## src/rtl/a2d_pkg.sv

```systemverilog
// Shared definitions for the A2D round-robin scan scheduler.
// Contents: the FSM state type, the ADC128S channel numbers that are
// scanned, the slot-to-channel lookup and the SPI command word builder.
package a2d_pkg;

  typedef enum logic [2:0] {
    IDLE,
    CMD,
    WAIT1,
    GAP,
    READ,
    WAIT2,
    LATCH,
    ABORT
  } state_t;

  localparam logic [2:0] CH_LFT   = 3'd0;
  localparam logic [2:0] CH_RGHT  = 3'd4;
  localparam logic [2:0] CH_STEER = 3'd5;
  localparam logic [2:0] CH_BATT  = 3'd6;

  // Scan order: left load cell, right load cell, steering pot, battery.
  function automatic logic [2:0] slot2chan(input logic [1:0] slot);
    logic [2:0] ch;
    case (slot)
      2'd0:    ch = CH_LFT;
      2'd1:    ch = CH_RGHT;
      2'd2:    ch = CH_STEER;
      default: ch = CH_BATT;
    endcase
    return ch;
  endfunction

  // ADC128S control word: channel address sits in bits [13:11].
  function automatic logic [15:0] cmd_word(input logic [2:0] chan);
    return {2'b00, chan, 11'h000};
  endfunction

endpackage

```

## src/rtl/a2d_scan_sched.sv

```systemverilog
// a2d_scan_sched: sequences the ADC128S through the SPI master, one channel
// every SCAN_PERIOD idle cycles, and holds the latest result per channel.
// Each reading is a channel-select transaction followed by a dummy read that
// returns that channel's conversion.
//
// Ports:
//   clk        system clock
//   rst_n      synchronous active-low reset
//   en         scanning enable (period timer holds at 0 while low)
//   clr_err    clears the sticky timeout flag
//   done       SPI master transaction complete (1-cycle pulse)
//   rd_data    SPI master received word
//   wrt        1-cycle pulse launching an SPI transaction
//   wt_data    word for the SPI master to send
//   lft_ld, rght_ld, steer_pot, batt   latest 12-bit results
//   vld        one-hot pulse, bit i = slot i just updated
//   scan_cmplt pulse coincident with vld[3]
//   err        sticky timeout flag
module a2d_scan_sched
  import a2d_pkg::*;
#(
  parameter int SCAN_PERIOD = 4096,
  parameter int TIMEOUT     = 1024
) (
  input  logic        clk,
  input  logic        rst_n,
  input  logic        en,
  input  logic        clr_err,
  input  logic        done,
  input  logic [15:0] rd_data,
  output logic        wrt,
  output logic [15:0] wt_data,
  output logic [11:0] lft_ld,
  output logic [11:0] rght_ld,
  output logic [11:0] steer_pot,
  output logic [11:0] batt,
  output logic [3:0]  vld,
  output logic        scan_cmplt,
  output logic        err
);

  localparam int PW = (SCAN_PERIOD > 1) ? $clog2(SCAN_PERIOD) : 1;
  localparam int TW = (TIMEOUT > 1) ? $clog2(TIMEOUT) : 1;

  state_t        state_q, state_d;
  logic [1:0]    slot_q, slot_d;
  logic [PW-1:0] ptmr_q, ptmr_d;
  logic [TW-1:0] ttmr_q, ttmr_d;
  logic [11:0]   rdat_q, rdat_d;
  logic [11:0]   lft_q, rght_q, steer_q, batt_q;
  logic [3:0]    vld_q;
  logic          cmplt_q;
  logic          err_q;
  logic          latch_en;
  logic          abort_set;

  // The converter returns 12-bit results; the upper nibble carries no data.
  logic unused_rd_hi;
  assign unused_rd_hi = ^rd_data[15:12];

  always_comb begin
    state_d   = state_q;
    slot_d    = slot_q;
    ptmr_d    = ptmr_q;
    ttmr_d    = ttmr_q;
    rdat_d    = rdat_q;
    wrt       = 1'b0;
    wt_data   = 16'h0000;
    latch_en  = 1'b0;
    abort_set = 1'b0;
    case (state_q)
      IDLE: begin
        if (!en) begin
          ptmr_d = '0;
        end else if (ptmr_q == PW'(SCAN_PERIOD - 1)) begin
          ptmr_d  = '0;
          state_d = CMD;
        end else begin
          ptmr_d = ptmr_q + PW'(1);
        end
      end
      CMD: begin
        wrt     = 1'b1;
        wt_data = cmd_word(slot2chan(slot_q));
        ttmr_d  = '0;
        state_d = WAIT1;
      end
      WAIT1: begin
        // done is tested first so a completion on the terminal count wins.
        if (done) begin
          state_d = GAP;
        end else if (ttmr_q == TW'(TIMEOUT - 1)) begin
          state_d   = ABORT;
          abort_set = 1'b1;
        end else begin
          ttmr_d = ttmr_q + TW'(1);
        end
      end
      GAP: state_d = READ;
      READ: begin
        // Dummy read re-sends the same channel; the reply is this channel.
        wrt     = 1'b1;
        wt_data = cmd_word(slot2chan(slot_q));
        ttmr_d  = '0;
        state_d = WAIT2;
      end
      WAIT2: begin
        if (done) begin
          rdat_d  = rd_data[11:0];
          state_d = LATCH;
        end else if (ttmr_q == TW'(TIMEOUT - 1)) begin
          state_d   = ABORT;
          abort_set = 1'b1;
        end else begin
          ttmr_d = ttmr_q + TW'(1);
        end
      end
      LATCH: begin
        latch_en = 1'b1;
        slot_d   = slot_q + 2'd1;
        state_d  = IDLE;
      end
      ABORT: begin
        // err is raised on the edge entering this state; only the slot moves on.
        slot_d  = slot_q + 2'd1;
        state_d = IDLE;
      end
      default: state_d = IDLE;
    endcase
  end

  always_ff @(posedge clk) begin
    if (!rst_n) begin
      state_q <= IDLE;
      slot_q  <= 2'd0;
      ptmr_q  <= '0;
      ttmr_q  <= '0;
      rdat_q  <= 12'h000;
      lft_q   <= 12'h000;
      rght_q  <= 12'h000;
      steer_q <= 12'h000;
      batt_q  <= 12'h000;
      vld_q   <= 4'b0000;
      cmplt_q <= 1'b0;
      err_q   <= 1'b0;
    end else begin
      state_q <= state_d;
      slot_q  <= slot_d;
      ptmr_q  <= ptmr_d;
      ttmr_q  <= ttmr_d;
      rdat_q  <= rdat_d;
      vld_q   <= latch_en ? (4'b0001 << slot_q) : 4'b0000;
      cmplt_q <= latch_en && (slot_q == 2'd3);
      if (latch_en) begin
        case (slot_q)
          2'd0:    lft_q   <= rdat_q;
          2'd1:    rght_q  <= rdat_q;
          2'd2:    steer_q <= rdat_q;
          default: batt_q  <= rdat_q;
        endcase
      end
      // A new abort outranks a simultaneous clear request.
      if (abort_set) begin
        err_q <= 1'b1;
      end else if (clr_err) begin
        err_q <= 1'b0;
      end
    end
  end

  assign lft_ld     = lft_q;
  assign rght_ld    = rght_q;
  assign steer_pot  = steer_q;
  assign batt       = batt_q;
  assign vld        = vld_q;
  assign scan_cmplt = cmplt_q;
  assign err        = err_q;

endmodule

```

## config.mk

```make
export PLATFORM = sky130hd
export DESIGN_NAME = a2d_scan_sched
export DESIGN_NICKNAME = d
export VERILOG_FILES = /design/src/rtl/a2d_pkg.sv /design/src/rtl/a2d_scan_sched.sv
export SDC_FILE = /design/constraint.sdc
export NUM_CORES = 1
export LEC_CHECK = 0
export ABC_CLOCK_PERIOD_IN_PS = 4500
export BUFFER_PORTS_ARGS = -buffer_cell sky130_fd_sc_hd__buf_2
export CORE_ASPECT_RATIO = 1.75
export CORE_MARGIN = 5
export CORE_UTILIZATION = 57
export CTS_CLUSTER_DIAMETER = 30
export DETAILED_ROUTE_END_ITERATION = 6
export PLACE_DENSITY_LB_ADDON = 0.15
export RECOVER_POWER = 25
export REMOVE_ABC_BUFFERS = 1
export SETUP_SLACK_MARGIN = 0.1
export SLEW_MARGIN = 25
export SYNTH_ARGS = -nofsm -noshare
export SYNTH_HDL_FRONTEND = slang
export SYNTH_SLANG_ARGS = --single-unit
```

## constraint.sdc

```tcl
create_clock -name clk -period 4.5 [get_ports clk]
set_clock_uncertainty 0.15 [all_clocks]
set_input_delay 0.675 -clock clk [delete_from_list [all_inputs] [get_ports clk]]
set_output_delay 0.675 -clock clk [all_outputs]
set_load 0.02 [all_outputs]
```

==> results.json, run 1 <==
{
  "ys.flop_type": "dfxtp_1",
  "rsz0062_at_grt": "no",
  "setup_tns_ns": 0,
  "power.density_nw_per_um2": 344,
  "syn_inst": 487,
  "fp.coreArea_um2": 6810,
  "row_count": 40,
  "area_growth_pct": 12.9,
  "grt_pass1_wl_mm": 14.6,
  "synth_edf_count": 0,
  "drt-wirelength-per-cell_um": 14.9,
  "fmax_mhz": 407,
  "r2r-start": "state_q[1]",
  "hp-class": "reg2reg",
  "die_x_um": 72.7,
  "antenna_left": 0,
  "seq_area_frac_synth_pct": 47.4,
  "ys.warnings.count": 0,
  "cp-start-kind": "flop",
  "fill_cells": 650,
  "worst-setup-path-type": "reg2out",
  "cts-htree-levels": 3,
  "cap_violations": 0,
  "peakVddDrop_mv": 0.223,
  "rr_worst_depth": 4,
  "setup_viol": 0,
  "grt_max_degree": 69,
  "outcome": "completed",
  "setup_ws_ns": 2.04,
  "antenna_cells": 0,
  "layout_common_cells": "nand2_1, dfxtp_1, a21oi_1, buf_2, clkbuf_1",
  "cp-endpoint": "wt_data[13]",
  "syn-cell-area_um2": 3920,
  "pin_count": 92,
  "crit_fanout": 12,
  "port_buffers": 74,
  "clockRootBuffer": "clkbuf_16",
  "finalNetCount": 573,
  "syn_avg_cell_area_um2": 8.06,
  "critPathArrivalTime_ns": 1.63,
  "drive_above_1_share_pct": 11.1,
  "vias": 3525,
  "timing.rr.end": "ttmr_q[7]",
  "final_max_slew_viol_count": 0,
  "reg2reg_slack_ns": 2.35,
  "worstPathRequired_ns": 3.67,
  "place_ws_ns": 2.33,
  "totalWireLength_mm": 9.42,
  "dpl.hpwl_mm": 6.84,
  "clock_latency_ns": 0.33,
  "grt_use_total_pct": 21.4,
  "cts.clk_slew.worst_paths_ns": 0.06,
  "die_y_um": 120,
  "finalWeightedCongestion": 0.886,
  "tritoncts": "yes",
  "cts_setup_buffers": 0,
  "min_period_over_period_pct": 54.6,
  "async_flop_share_pct": 0,
  "design.die.area_um2": 8710,
  "initial_core_util_pct": 57.6,
  "drt_iter0_drc": 273,
  "timing.final.crit_period_ns": 2.46,
  "clock-sinks": 93,
  "min_from": "steer_pot[0]",
  "final_common_cell": "nand2_1",
  "cts_hold_buf": 0,
  "avgViaCountPerCell": 5.58,
  "final_hold_viol_count": 0,
  "grt-ovfl-total": 0,
  "numCtsBuffers": 9,
  "slew_headroom_pct": 55.0,
  "synth_cell_types": 50,
  "grt_pass1_vias": 3191,
  "cts_resized": 0,
  "clockBufferDepth": 2,
  "p_leak_nw": 1.65,
  "crit_path_end_kind": "output port",
  "tightest_slew_ns": 0.675,
  "post-route-drc-count": 0,
  "yosys_register_bits": 93,
  "startpoint": "state_q[2]",
  "antenna_found_initial": 0,
  "drt_first_pass_iters": 4
}
## worst min-delay path by stage
| stage | slack [ns] | cells past startpoint | to |
|---|---|---|---|
| floorplan | 0.30 | 1 | ptmr_q[9] |
| global placement | 0.29 | 2 | batt[4] |
| detailed placement | 0.29 | 2 | rght_ld[6] |
| CTS | 0.30 | 2 | rght_ld[6] |
| global route | 0.32 | 2 | lft_ld[8] |
| finish | 0.30 | 2 | steer_pot[0] |
## layer usage
layer | global-route usage [%] | routed length (um) | vias up
li1 | - | - | 1749
met1 | 22.4 | 3440 | 1652
met2 | 38.6 | 5120 | 102
met3 | 4.69 | 533 | 22
met4 | 11.1 | 324 | 0
met5 | 0 | 0 | -
## cell families after synthesis
kind of cell    after synthesis  synth area share, %
mux                           2                0.510
xor+xnor                      7                 1.56
flops                        93                 47.4
other cells                   1               0.0956
simple gates                221                 25.4
compound gates              108                 16.1
fa+ha+maj                     7                 2.23
buf+inv                      48                 6.66
## sequential cells by signal (all words and copies together), names as in the netlist
| register | flops |
|---|---|
| err | 1 |
| rght_ld | 12 |
| ptmr_q | 12 |
| slot_q | 2 |
| scan_cmplt | 1 |
| batt | 12 |
| state_q | 3 |
| rdat_q | 12 |
| vld | 4 |
| ttmr_q | 10 |
| lft_ld | 12 |
| steer_pot | 12 |
## report_power, final
| group | switching [mW] | total (mW) | leakage [nW] | internal [mW] |
|---|---|---|---|---|
| combinational | 0.0320 | 0.0427 | 0.778 | 0.0107 |
| clock | 0.285 | 0.652 | 0.119 | 0.367 |
| sequential | 0.00326 | 0.829 | 0.749 | 0.826 |
| total | 0.320 | 1.52 | 1.65 | 1.20 |
## synth_stat cells (all sizes together) (2+ instances only)
cell / count / share of area, %
nand2: 143 / 14
dfxtp: 93 / 47
a21oi: 69 / 8.8
clkbuf: 23 / 2.5
buf: 17 / 3.4
nand3: 17 / 2.2
nor2: 14 / 1.3
o21ai: 10 / 1.3
and2: 9 / 1.4
and3: 9 / 1.4
a31oi: 7 / 1.1
ha: 7 / 2.2
inv: 7 / 0.67
nand4: 6 / 0.96
xor2: 6 / 1.3
nor3: 5 / 0.77
and4: 3 / 0.67
nand3b: 3 / 0.57
o211ai: 3 / 0.57
or4: 3 / 0.57
a21o: 2 / 0.57
a41oi: 2 / 0.45
mux2i: 2 / 0.51
o2111ai: 2 / 0.45
o21a: 2 / 0.38
o311ai: 2 / 0.45
o31ai: 2 / 0.38
o41ai: 2 / 0.45
or3: 2 / 0.35
## worst max-delay path, cell delays in order, from the launching register on
cell and delay (ns):
dfxtp_1 0.53, xor2_1 0.32, nand2_1 0.17, nor2_1 0.10
buf_2 0.17
## per-stage QoR
stage          hold WS (ns)  instance area, um2  utilization (%)  std cells  power, mW
6_report              0.300                4430             65.1        632       1.52
5_1_grt               0.322                4430             65.1        632       1.57
4_1_cts               0.302                4470             65.7        632       1.54
3_5_place_dp          0.293                4220             62.0        618      0.889
3_3_place_gp          0.289                4220             62.0        618      0.889
2_1_floorplan         0.297                3740                -        459      0.872
## cell type report
type                       instances  area (um2)  share of cell area (%)
clock buffer                      12         236                    5.34
clock inverter                     2        12.5                   0.282
inverter                           8        30.0                   0.678
multi-input combinational        358        1840                    41.6
sequential                        93        1860                    42.0
tap                               84         105                    2.37
timing repair buffer              75         339                    7.66
Power figures use the tool's default switching activity.
==> run 2, diff against run 1 <==
--- a/config.mk
+++ b/config.mk
@@ -5,11 +5,12 @@
 export SDC_FILE = /design/constraint.sdc
 export NUM_CORES = 1
 export LEC_CHECK = 0
-export ABC_CLOCK_PERIOD_IN_PS = 4500
+export ABC_AREA = 1
+export ABC_CLOCK_PERIOD_IN_PS = 2400
 export BUFFER_PORTS_ARGS = -buffer_cell sky130_fd_sc_hd__buf_2
 export CORE_ASPECT_RATIO = 1.75
 export CORE_MARGIN = 5
-export CORE_UTILIZATION = 57
+export CORE_UTILIZATION = 54
 export CTS_CLUSTER_DIAMETER = 30
 export DETAILED_ROUTE_END_ITERATION = 6
 export PLACE_DENSITY_LB_ADDON = 0.15
==> constraint.sdc (replaced) <==
create_clock -name clk -period 2.4 [get_ports clk]
set_clock_uncertainty 0.15 [all_clocks]
set_input_delay 0.36 -clock clk [delete_from_list [all_inputs] [get_ports clk]]
set_output_delay 0.36 -clock clk [all_outputs]
set_load 0.02 [all_outputs]
==> results.json, run 2 <==
{
  "synth_edf_count": 0,
  "yosys.area.top_type": "dfxtp_1",
  "vias": 3747,
  "cp-endpoint": "wt_data[11]",
  "use_met1_pct": 26.1,
  "post-route-drc-count": 0,
  "final_hold_viol_count": 0,
  "ys.warnings.count": 0,
  "pin_count": 92,
  "gr-usage-met2_pct": 36.6,
  "dpl.hpwl_mm": 7.15,
  "fill_cells": 707,
  "clock_latency_ns": 0.34,
  "critPathArrivalTime_ns": 1.63,
  "timing.final.crit_period_ns": 2.14,
  "r2r-start": "ttmr_q[0]",
  "p_leak_nw": 1.76,
  "setup_viol": 0,
  "min_period_over_period_pct": 89.2,
  "fin_hold_ws_ns": 0.118,
  "cts.clk_slew.worst_paths_ns": 0.06,
  "power.total_mw": 3.16,
  "die_y_um": 125,
  "path_cells": "inv_1 > ha_2 > inv_1 > nor2_1 > buf_2",
  "worstPathRequired_ns": 1.89,
  "critPathMaxStageDelay_ns": 0.40,
  "area_growth_pct": 15.1,
  "yosys_register_bits": 93,
  "setup_tns_ns": 0,
  "synth_most_common_cell": "nand2_1",
  "syn-cell-area_um2": 4080,
  "antenna_left": 0,
  "grt-ovfl-total": 0,
  "clockRootBuffer": "clkbuf_16",
  "grt_pass1_wl_mm": 16.0,
  "grt.busiest_layer": "met2",
  "synth.top_cell.area_share_pct": 45.6,
  "async_flop_share_pct": 0,
  "drive_above_1_share_pct": 12.7,
  "row_count": 42,
  "place_inst": 685,
  "design.die.area_um2": 9470,
  "fp.coreArea_um2": 7460,
  "port_buffers": 74,
  "cp-start-kind": "flop",
  "totalWireLength_mm": 10.0,
  "outcome": "completed",
  "final_max_slew_viol_count": 0,
  "startpoint": "slot_q[0]",
  "drt_first_pass_iters": 5,
  "crit_path_end_kind": "output port",
  "setup_ws_ns": 0.258,
  "fmax_mhz": 467,
  "reg2reg_slack_ns": 0.34,
  "syn_inst": 543,
  "cp_slowest_cell": "ha_2",
  "crit_fanout": 14,
  "finalWeightedCongestion": 0.879,
  "rsz0062_at_grt": "no",
  "cts_hold_buf": 0,
  "worst-setup-path-type": "reg2out",
  "synthTopCellsByArea": "dfxtp_1, nand2_1, nand3_1",
  "clockBufferDepth": 2,
  "grt_max_degree": 34,
  "die_x_um": 75.7,
  "antenna_found_initial": 0,
  "fin_cells": 701,
  "avgViaCountPerCell": 5.35,
  "seq_area_frac_synth_pct": 45.6,
  "syn_avg_cell_area_um2": 7.52,
  "peakVddDrop_mv": 0.400,
  "power.density_nw_per_um2": 673,
  "place_ws_ns": 0.341,
  "cpMostUsedCell": "inv_1",
  "layout_common_cells": "nand2_1, dfxtp_1, nand3_1, a21oi_1, buf_2",
  "tightest_slew_ns": 0.596,
  "initial_core_util_pct": 54.7,
  "final_common_cell": "nand2_1",
  "ys.flop_type": "dfxtp_1",
  "numCtsBuffers": 9,
  "timing.rr.end": "ttmr_q[2]",
  "hp-class": "in2reg",
  "met3_usage_pct": 4.34,
  "grt_use_total_pct": 21.7,
  "grt_pass1_vias": 3333,
  "drt_iter0_drc": 375,
  "synth_cell_types": 33,
  "antenna_cells": 0,
  "rr_worst_depth": 8,
  "clock-sinks": 93,
  "cap_violations": 0,
  "finalNetCount": 636,
  "tritoncts": "yes",
  "cts-htree-levels": 3,
  "drt-wirelength-per-cell_um": 14.3,
  "synth_commonest_cells": "nand2_1, dfxtp_1, nand3_1",
  "slew_headroom_pct": 60.2
}
-- run 2: cell types whose count changed after synthesis, sizes merged, moves of 10 or more --
cell,previous run,this run
inv,7,37
nor2,14,38
nand2,143,127
clkbuf,23,13
a21oi,69,84
nand3,17,85
-- run 2: worst min path at each step --
stage               startpoint         end  slack (ns)  depth (start not counted)
floorplan           ptmr_q[10]  ptmr_q[10]        0.29                          2
global placement       batt[8]     batt[8]        0.30                          2
detailed placement  rght_ld[2]  rght_ld[2]        0.30                          2
CTS                    clr_err         err        0.11                          4
global route           clr_err         err        0.13                          4
finish                 clr_err         err        0.12                          4
-- run 2: area by class of cell --
cell class,instances,area [um2],area share [%]
Tap cell,88,110,2.34
Clock buffer,12,256,5.46
Sequential cell,93,1860,39.6
Multi-Input combinational cell,386,1880,40.1
Timing Repair Buffer,81,378,8.04
Clock inverter,4,70.1,1.49
Inverter,37,139,2.96
-- run 2: cells by family after synthesis --
| family | Yosys count | share of synthesized area, % |
|---|---|---|
| AO/OA/AOI/OAI | 102 | 13.1 |
| XOR/XNOR | 4 | 0.858 |
| AND/OR/NAND/NOR | 260 | 28.8 |
| other | 1 | 0.0919 |
| adder cells (fa/ha/maj) | 7 | 2.15 |
| flip-flops | 93 | 45.6 |
| buffers and inverters | 76 | 9.38 |
-- run 2: critical path, delay by kind of cell (launching register included) --
family                   cells  cell delay (ns)
adder cells (fa/ha/maj)      1             0.40
flip-flops                   1             0.37
buffers and inverters        3             0.43
AND/OR/NAND/NOR              1             0.10
-- run 2: routing by layer --
metal | share of wire, % | routed length (um)
met4 | 2.5 | 251
met2 | 52 | 5190
met5 | 0 | 0
met3 | 5.9 | 594
met1 | 40 | 4000
-- run 2: where the power goes --
part	internal [mW]	switching, mW
Clock	0.966	0.568
Sequential	1.55	0.00185
Combinational	0.0178	0.0616
Total	2.53	0.632
-- run 2: timing repair --
item	4_1_cts	5_1_grt
endpoints found under the setup margin	1	1
buffers inserted	0	0
gates resized for setup	1	1
-- run 2: stage by stage --
step | instance area, um2 | util, %
2_1_floorplan | 3880 | -
3_3_place_gp | 4420 | 59.2
3_5_place_dp | 4420 | 59.2
4_1_cts | 4750 | 63.6
5_1_grt | 4700 | 63.0
6_report | 4700 | 63.0
==> run 3, diff against run 2 <==
--- a/config.mk
+++ b/config.mk
@@ -5,12 +5,12 @@
 export SDC_FILE = /design/constraint.sdc
 export NUM_CORES = 1
 export LEC_CHECK = 0
-export ABC_AREA = 1
 export ABC_CLOCK_PERIOD_IN_PS = 2400
 export BUFFER_PORTS_ARGS = -buffer_cell sky130_fd_sc_hd__buf_2
+export CAP_MARGIN = 20
 export CORE_ASPECT_RATIO = 1.75
 export CORE_MARGIN = 5
-export CORE_UTILIZATION = 54
+export CORE_UTILIZATION = 40
 export CTS_CLUSTER_DIAMETER = 30
 export DETAILED_ROUTE_END_ITERATION = 6
 export PLACE_DENSITY_LB_ADDON = 0.15
==> results.json, run 3 (synthesis gave the netlist of run 1 again) <==
{
  "outcome": "completed",
  "setup_ws_ns": 0.243,
  "pin_count": 92,
  "grt_pass1_vias": 3177,
  "post-route-drc-count": 0,
  "tightest_slew_ns": 0.550,
  "fmax_mhz": 464,
  "comb_power_share_pct": 2.8,
  "cts.clk_slew.worst_paths_ns": 0.07,
  "row_count": 48,
  "die_y_um": 141,
  "tritoncts": "yes",
  "finalWeightedCongestion": 0.828,
  "die_x_um": 84.9,
  "crit_family": "flip-flops",
  "design.die.area_um2": 12000,
  "timing.final.crit_period_ns": 2.16,
  "drt_iter0_drc": 206,
  "critPathArrivalTime_ns": 1.65,
  "final_hold_viol_count": 0,
  "setup_viol": 0,
  "drive_above_1_share_pct": 11.9,
  "grt_max_degree": 43,
  "slew_headroom_pct": 63.0,
  "initial_core_util_pct": 40.3,
  "r2r-start": "state_q[2]",
  "final_max_slew_viol_count": 0,
  "totalWireLength_mm": 10.3,
  "worst-setup-path-type": "reg2out",
  "rsz0062_at_grt": "no",
  "seqPwrFrac_pct": 51.6,
  "crit_fanout": 12,
  "path_cells": "xor2_2 > nand2_1 > nor2_1 > buf_2",
  "switching_share_pct": 22.3,
  "min_period_over_period_pct": 89.9,
  "fp.coreArea_um2": 9730,
  "dpl.hpwl_mm": 7.53,
  "min_from": "rd_data[9]",
  "drt_first_pass_iters": 4,
  "p_switching_mw": 0.671,
  "setup_tns_ns": 0,
  "grt-ovfl-total": 0,
  "layout_common_cells": "nand2_1, dfxtp_1, a21oi_1, buf_2, clkbuf_1",
  "clock-sinks": 93,
  "power.density_nw_per_um2": 660,
  "grt_pass1_wl_mm": 16.3,
  "clockBufferDepth": 2,
  "cap_violations": 0,
  "grt_use_total_pct": 17.3,
  "cp_slowest_cell": "dfxtp_1",
  "clockRootBuffer": "clkbuf_16",
  "crit_path_end_kind": "output port",
  "area_growth_pct": 16.2,
  "p_leak_nw": 1.67,
  "cts-htree-levels": 3,
  "multiInputGateArea_um2": 1850,
  "final_common_cell": "nand2_1",
  "port_buffers": 74,
  "hp-class": "in2reg",
  "antenna_found_initial": 0,
  "final_area_um2": 4560,
  "p_clk_share_pct": 45.6,
  "worstPathRequired_ns": 1.89,
  "critPathMaxStageDelay_ns": 0.56,
  "avgViaCountPerCell": 5.07,
  "worst-path-buf-inv": 1,
  "drt-wirelength-per-cell_um": 15.1,
  "intPower_mw": 2.34,
  "finalNetCount": 577,
  "place_area_um2": 4300,
  "cp-start-kind": "flop",
  "antenna_left": 0,
  "clock_latency_ns": 0.34,
  "fill_cells": 1027,
  "seqCellArea_um2": 1860,
  "place_ws_ns": 0.320,
  "startpoint": "state_q[2]",
  "vias": 3441,
  "antenna_cells": 0,
  "cts_hold_buf": 0,
  "numCtsBuffers": 9,
  "peakVddDrop_mv": 0.377
}
[run 3: routing by layer]
layer	GRT usage [%]	share of wire [%]	up-vias
met5	0	0	-
met4	6.34	0.85	0
met3	3.22	4.1	5
met2	33.2	57	74
met1	18.3	38	1605
li1	-	-	1757
[run 3: what timing repair did]
action                                  4_1_cts  5_1_grt
gates resized for setup                       0        1
setup buffers                                 0        0
endpoints found under the setup margin        0        2
[run 3: layout make-up]
class | instances | share of cell area, %
clock buffer | 11 | 5.54
multi-input combinational | 358 | 40.6
inverter | 8 | 0.659
clock inverter | 5 | 0.933
timing repair buffer | 79 | 7.96
tap | 125 | 3.43
sequential | 93 | 40.8
[run 3: metrics by stage]
stage,total power [mW],instances,hold slack [ns],util [%]
2_1_floorplan,1.64,459,0.297,-
3_3_place_gp,1.67,663,0.290,44.2
3_5_place_dp,1.67,663,0.293,44.2
4_1_cts,3.05,679,0.0899,47.2
5_1_grt,3.13,679,0.106,46.8
6_report,3.01,679,0.104,46.8
[run 3: worst paths after layout]
path / cells past startpoint / slack (ns) / endpoint
max: 4 / 0.24 / wt_data[13]
max reg2reg: 4 / 0.30 / ttmr_q[7]
min reg2reg: 2 / 0.30 / rght_ld[5]
min: 3 / 0.10 / rdat_q[9]
[run 3: power groups by stage]
stage / sequential [mW] / combinational (mW) / clock [mW]
after global routing: 1.55 / 0.0931 / 1.48
after floorplan: 1.59 / 0.0479 / 0
after CTS: 1.55 / 0.0836 / 1.41
after detailed placement: 1.59 / 0.0834 / 0
final: 1.55 / 0.0838 / 1.37
after global placement: 1.59 / 0.0834 / 0
[run 3: worst reg2reg max path, delay by kind of cell (launching register included)]
kind,cells,cell delay (ns)
compound gates,1,0.26
simple gates,2,1.02
flops,1,0.43
mux,1,0.13
